`src/rtl/delay_pkg.sv`:
```
// Shared types and address arithmetic for the multi-tap delay-line reader.
package delay_pkg;

    localparam int MAX_TAPS  = 16;
    localparam int TAP_CNT_W = $clog2(MAX_TAPS);

    typedef enum logic [1:0] {
        IDLE,
        ISSUE,
        DRAIN,
        DONE
    } delay_rd_state_t;

    // Circular read index for delay d behind widx. The caller passes
    // d <= len-1, so widx+len-d lies in [1, 2*len-1] and one conditional
    // subtract wraps it. The caller keeps the low AW bits of the result.
    function automatic logic [31:0] delay_addr(input logic [31:0] widx,
                                               input logic [31:0] len,
                                               input logic [31:0] d);
        logic [31:0] sum;
        sum = widx + len - d;
        if (sum >= len) begin
            sum = sum - len;
        end
        return sum;
    endfunction

endpackage

```
`src/rtl/delay_addr_calc.sv`:
```
// Clamps one tap delay to the buffer length and converts it to a BRAM read index.
module delay_addr_calc #(
    parameter int AW = 11
) (
    input  logic [AW-1:0] widx,
    input  logic [AW:0]   len,
    input  logic [AW-1:0] delay,
    output logic [AW-1:0] addr,
    output logic [AW:0]   d_clamped
);
    import delay_pkg::*;

    logic [AW:0] len_m1;

    always_comb begin
        len_m1    = len - (AW+1)'(1);
        d_clamped = ({1'b0, delay} > len_m1) ? len_m1 : {1'b0, delay};
        addr      = AW'(delay_addr(32'(widx), 32'(len), 32'(d_clamped)));
    end

endmodule

```
`src/rtl/delay_tap_reader.sv`:
```
// Reads NTAPS delayed samples per sample tick, one BRAM address per clock,
// and presents them together on tap_out.
module delay_tap_reader #(
    parameter int  WIDTH  = 32,
    parameter int  MAXLEN = 2048,
    parameter int  NTAPS  = 4,
    localparam int AW     = $clog2(MAXLEN)
) (
    input  logic                   clk,
    input  logic                   rst,
    input  logic                   sample_tick,
    input  logic [AW-1:0]          widx,
    input  logic [31:0]            len,
    input  logic [NTAPS*AW-1:0]    tap_delay,
    output logic [AW-1:0]          rd_addr,
    input  logic [WIDTH-1:0]       rd_data,
    output logic [NTAPS*WIDTH-1:0] tap_out,
    output logic                   out_valid,
    output logic                   busy,
    output logic                   overrun
);
    import delay_pkg::*;

    localparam logic [TAP_CNT_W-1:0] K_LAST = TAP_CNT_W'(NTAPS-1);

    delay_rd_state_t state, state_nxt;

    logic [TAP_CNT_W-1:0]    k_q, k_inc;
    logic [AW-1:0]           widx_q;
    logic [AW:0]             len_q, len_in;
    logic [AW:0]             fill_q, fill_lat_q, fill_acc, fill_drop, fill_ref;
    logic [NTAPS*AW-1:0]     delay_q;
    logic signed [WIDTH-1:0] shadow_q [NTAPS];
    logic signed [WIDTH-1:0] cap_data;
    logic                    accept, len_new;
    logic                    tap_vld_p0, tap_vld_p1, tap_vld_p2;

    logic [AW-1:0]           calc_widx, calc_delay, calc_addr;
    logic [AW:0]             calc_len, calc_d;

    // Fill count saturates at the buffer length.
    function automatic logic [AW:0] sat_inc(input logic [AW:0] cnt,
                                            input logic [AW:0] lim);
        return (cnt >= lim) ? lim : cnt + (AW+1)'(1);
    endfunction

    assign busy      = (state != IDLE);
    assign out_valid = (state == DONE);

    always_comb begin
        accept    = sample_tick && (state == IDLE);
        len_new   = (len != 32'(len_q));
        len_in    = len[AW:0];
        fill_acc  = len_new ? (AW+1)'(1) : sat_inc(fill_q, len_in);
        fill_drop = sat_inc(fill_q, len_q);
        k_inc     = k_q + TAP_CNT_W'(1);
    end

    // Tap 0 is addressed from the live tick inputs; later taps from latched copies.
    always_comb begin
        if (state == IDLE) begin
            calc_widx  = widx;
            calc_len   = len_in;
            calc_delay = tap_delay[AW-1:0];
            fill_ref   = fill_acc;
        end else begin
            calc_widx  = widx_q;
            calc_len   = len_q;
            calc_delay = delay_q[AW-1:0];
            fill_ref   = fill_lat_q;
            for (int i = 1; i < NTAPS; i++) begin
                if (k_inc == TAP_CNT_W'(i)) begin
                    calc_delay = delay_q[i*AW +: AW];
                end
            end
        end
    end

    delay_addr_calc #(
        .AW (AW)
    ) u_addr_calc (
        .widx      (calc_widx),
        .len       (calc_len),
        .delay     (calc_delay),
        .addr      (calc_addr),
        .d_clamped (calc_d)
    );

    assign tap_vld_p0 = (calc_d < fill_ref);
    assign cap_data   = tap_vld_p2 ? rd_data : '0;

    always_comb begin
        state_nxt = state;
        case (state)
            IDLE:    if (sample_tick) state_nxt = ISSUE;
            ISSUE:   if (k_q == K_LAST) state_nxt = DRAIN;
            DRAIN:   state_nxt = DONE;
            DONE:    state_nxt = IDLE;
            default: state_nxt = IDLE;
        endcase
    end

    always_ff @(posedge clk) begin
        if (rst) begin
            state      <= IDLE;
            k_q        <= '0;
            widx_q     <= '0;
            len_q      <= '0;
            fill_q     <= '0;
            fill_lat_q <= '0;
            delay_q    <= '0;
            rd_addr    <= '0;
            tap_vld_p1 <= 1'b0;
            tap_vld_p2 <= 1'b0;
            overrun    <= 1'b0;
            tap_out    <= '0;
            for (int i = 0; i < NTAPS; i++) begin
                shadow_q[i] <= '0;
            end
        end else begin
            state      <= state_nxt;
            tap_vld_p2 <= tap_vld_p1;

            if (accept) begin
                fill_q     <= fill_acc;
                fill_lat_q <= fill_acc;
                widx_q     <= widx;
                len_q      <= len_in;
                delay_q    <= tap_delay;
                k_q        <= '0;
                rd_addr    <= calc_addr;
                tap_vld_p1 <= tap_vld_p0;
            end else if (sample_tick) begin
                fill_q  <= fill_drop;
                overrun <= 1'b1;
            end

            // Stage p1: next tap address and its fill guard.
            if (state == ISSUE) begin
                if (k_q != K_LAST) begin
                    k_q        <= k_inc;
                    rd_addr    <= calc_addr;
                    tap_vld_p1 <= tap_vld_p0;
                end
                // Stage p2: BRAM data for the previous tap.
                for (int i = 0; i < NTAPS-1; i++) begin
                    if (k_q == TAP_CNT_W'(i+1)) begin
                        shadow_q[i] <= cap_data;
                    end
                end
            end

            if (state == DRAIN) begin
                shadow_q[NTAPS-1] <= cap_data;
                for (int i = 0; i < NTAPS-1; i++) begin
                    tap_out[i*WIDTH +: WIDTH] <= shadow_q[i];
                end
                tap_out[(NTAPS-1)*WIDTH +: WIDTH] <= cap_data;
            end
        end
    end

endmodule

```
`config.mk`:
```
export PLATFORM = sky130hd
export DESIGN_NAME = delay_tap_reader
export DESIGN_NICKNAME = d
export VERILOG_FILES = /design/src/rtl/delay_pkg.sv /design/src/rtl/delay_addr_calc.sv /design/src/rtl/delay_tap_reader.sv
export SDC_FILE = /design/constraint.sdc
export NUM_CORES = 1
export LEC_CHECK = 0
export ABC_AREA = 1
export BUFFER_PORTS_ARGS = -buffer_cell sky130_fd_sc_hd__buf_4
export CAP_MARGIN = 20
export CORE_UTILIZATION = 61
export CTS_CLUSTER_SIZE = 10
export DETAILED_ROUTE_END_ITERATION = 8
export HOLD_SLACK_MARGIN = 0.05
export PLACE_DENSITY = 0.85
export RECOVER_POWER = 100
export SETUP_SLACK_MARGIN = 0.15
export SYNTH_ARGS = -nofsm -noshare
export SYNTH_HDL_FRONTEND = slang
export SYNTH_SLANG_ARGS = --single-unit
export TNS_END_PERCENT = 1
```
`constraint.sdc`:
```
create_clock -name clk -period 25.8 [get_ports clk]
set_clock_uncertainty 0.1 [all_clocks]
set_input_delay 7.74 -clock clk [delete_from_list [all_inputs] [get_ports clk]]
set_output_delay 7.74 -clock clk [all_outputs]
set_load 0.01 [all_outputs]
```
==> out/qor.csv <==
stage;metric;value;unit
floorplanning;Die Y;165;µm
timing;Slew Viols, Final;502;
synth;Cell Area, Synth;16200;µm²
detailed_routing;vias per inst;5.67;
finish;layout cells sized above 1;8.03;%
floorplanning;die area;27200;µm²
clock_network;setup repair bufs after CTS;0;
finish;most frequent cells in the layout;nor2_1, nand2_1, o21ai_0, dfxtp_1, clkbuf_1;
finish;Ant. Diodes;0;
synth;synth top area cells;dfxtp_1, edfxtp_1, nor2_1;
synth;dominant cell type by area after synthesis;dfxtp_1;
synth;syn_nets;2268;
timing;final hold vios;0;
detailed_routing;drt drc;0;
clock_network;post-cts resize count;0;
global_route;total gr overflow;0;
timing;Final setup violation count;0;
clock_network;H-tree depth;2;
global_route;vias in the first global route;13900;
detailed_routing;total wire length;45.6;mm
synth;distinct cell type count after synthesis;44;
detailed_routing;ANT nets after route;0;
global_route;antenna violations before repair;0;
detailed_routing;Avg WL per Cell;17.4;µm
finish;area delta synth->final;16.3;%
synth;Avg Cell Area, Syn;7.88;µm²
finish;most common library cell in the layout ignoring fill and taps;nor2_1;
timing;RSZ-0062 raised after global routing;no;
floorplanning;Core Rows;59;
global_route;largest net degree at the start of global routing;109;
timing;setup TNS;0;ps
run_status;failing checks;capacitance limit, slew limit;
timing;Slew @ Worst Pin;3800;ps
clock_network;Clock Path Buffers;3;
synth;synth warn;0;
detailed_routing;Pre-antenna DRT Iters;5;
floorplanning;Die Wd;165;µm
finish;Final Util;72.2;%
worst_setup_path;CP arrival;15620;ps
placement;DP HPWL;31.0;mm
finish;nets;2479;
clock_network;root buffer cell;clkbuf_16;
clock_network;cts hold-fix bufs;0;
global_route;GRT Util Overall;33.0;%
clock_network;clock-pin slew on the worst setup and hold paths;60;ps
run_status;status;finished with violations;
worst_setup_path;Data required, critical path;25860;ps
synth;top cell type's share of synthesized area;29.6;%
detailed_routing;vias;14900;
detailed_routing;DR iter-0 viols;1239;
synth;Seq/Total Area, Yosys;47.4;%
global_route;first-pass GRT wire length;70.1;mm
flow_run;max_cap viols;9;
clock_network;CTS tree;done;
floorplanning;starting density of the core;62.1;%
min_path;Hold WC Path Type;reg -> reg;
synth;Mapped Cells;2053;
floorplanning;I/O Pins;264;
timing;Rel. slew slack;-153;%
clock_network;CTS buffer count;39;
timing;Fmax;64.3;MHz
clock_network;later-pin clock latency in the skew report;540;ps
synth;FF+latch count, synth;335;
worst_setup_path;Worst setup EP type;register;
clock_network;clk sink count;335;
placement;port buffer count;263;
timing;minimum clock period;15560;ps
worst_setup_path;critical path fanouts, max;105;
placement;GP Congestion;0.885;
timing;fin crit share;60.3;%
worst_setup_path;startpoint types;primary input;
floorplanning;Core ar.;26100;µm²
worst_setup_path;WS Path Type;in -> reg;
## critical path: stages
cell	delay [ps]
clkbuf_1	1250
clkinvlp_2	3200
o21ai_0	2550
clkbuf_1	830
## path summary, 6_finish.rpt
check,cells past startpoint,start,to,slack [ps]
setup / recovery,4,rst,shadow_q[0][67]$_SDFFCE_PN0P_,10240
hold / removal,2,tap_vld_p1$_SDFF_PP0_,tap_vld_p2$_SDFF_PP0_,320
setup reg to reg,43,state[0]$_SDFFE_PP0P_,rd_addr[8]$_SDFF_PP0_,15140
hold reg to reg,2,tap_vld_p1$_SDFF_PP0_,tap_vld_p2$_SDFF_PP0_,320
## cell usage after synthesis
cell type and instances:
o21ai_2 2, o2111ai_1 2, edfxtp_1 96, nor3_1 6
nand3_1 49, nor2_4 1, xor2_1 21, mux2i_1 7
a211o_1 1, nand4_1 22, and2_0 1, clkinv_1 2
nand2_1 346, nor2_2 1, xnor2_1 13, and2_1 1
o211ai_1 30, nand3_2 4, a31o_2 1, nor2_1 439
inv_2 1, fa_1 12, nand3b_1 3, buf_4 1
dfxtp_1 239, a21o_1 4, o21bai_1 6, nor4_1 1
nand2_2 2, o21ai_0 247, o21ai_1 9, buf_2 11
ha_1 81, conb_1 1, or2_2 5, a211oi_1 2
inv_1 134, o21a_1 1, a31oi_1 15, a21oi_1 136
clkbuf_1 88, buf_1 7, buf_6 1, or2_1 1
## final cells by class
cell class / instances / area [µm²]
Sequential cell: 335 / 7670
Clock inverter: 4 / 75.1
Clock buffer: 63 / 1070
Tap cell: 335 / 419
Timing Repair Buffer: 278 / 1510
Fill cell: 2093 / 7240
Inverter: 137 / 515
Multi-Input combinational cell: 1473 / 7570
## sequential cells by signal, indices dropped and copies added, names as in the netlist
name        flops
fill_lat_q     12
k_q             4
overrun         1
fill_q         12
shadow_q       96
state           2
tap_out       128
tap_vld_p1      1
tap_vld_p2      1
rd_addr        11
len_q          12
delay_q        44
widx_q         11
## logic make-up after synthesis
logic type	synth area share (%)
mux	0.433
fa+ha+maj	7.75
xor+xnor	1.84
other cells	0.0232
flops	47.4
simple gates	21.7
compound gates	15.0
buf+inv	5.84
## stage by stage
step	cell area, µm²	worst slack [ps]	hold WS (ps)	std cells
5_1_grt	18800	9610	337	2625
6_report	18800	10240	318	2625
3_3_place_gp	18300	11170	305	2557
2_1_floorplan	16200	12280	300	2053
4_1_cts	19400	11520	319	2624
3_5_place_dp	18300	10960	308	2557
## routing by layer
metal	vias to the layer above	GRT usage, %	routed length, µm
met2	653	56.3	21800
met3	117	6.18	3680
li1	7233	-	-
met5	-	0	0
met4	0	14.3	1740
met1	6891	40.5	18300
Power is not shown: default switching activity piles up to over one toggle a cycle in this logic, so the estimate is an artifact.
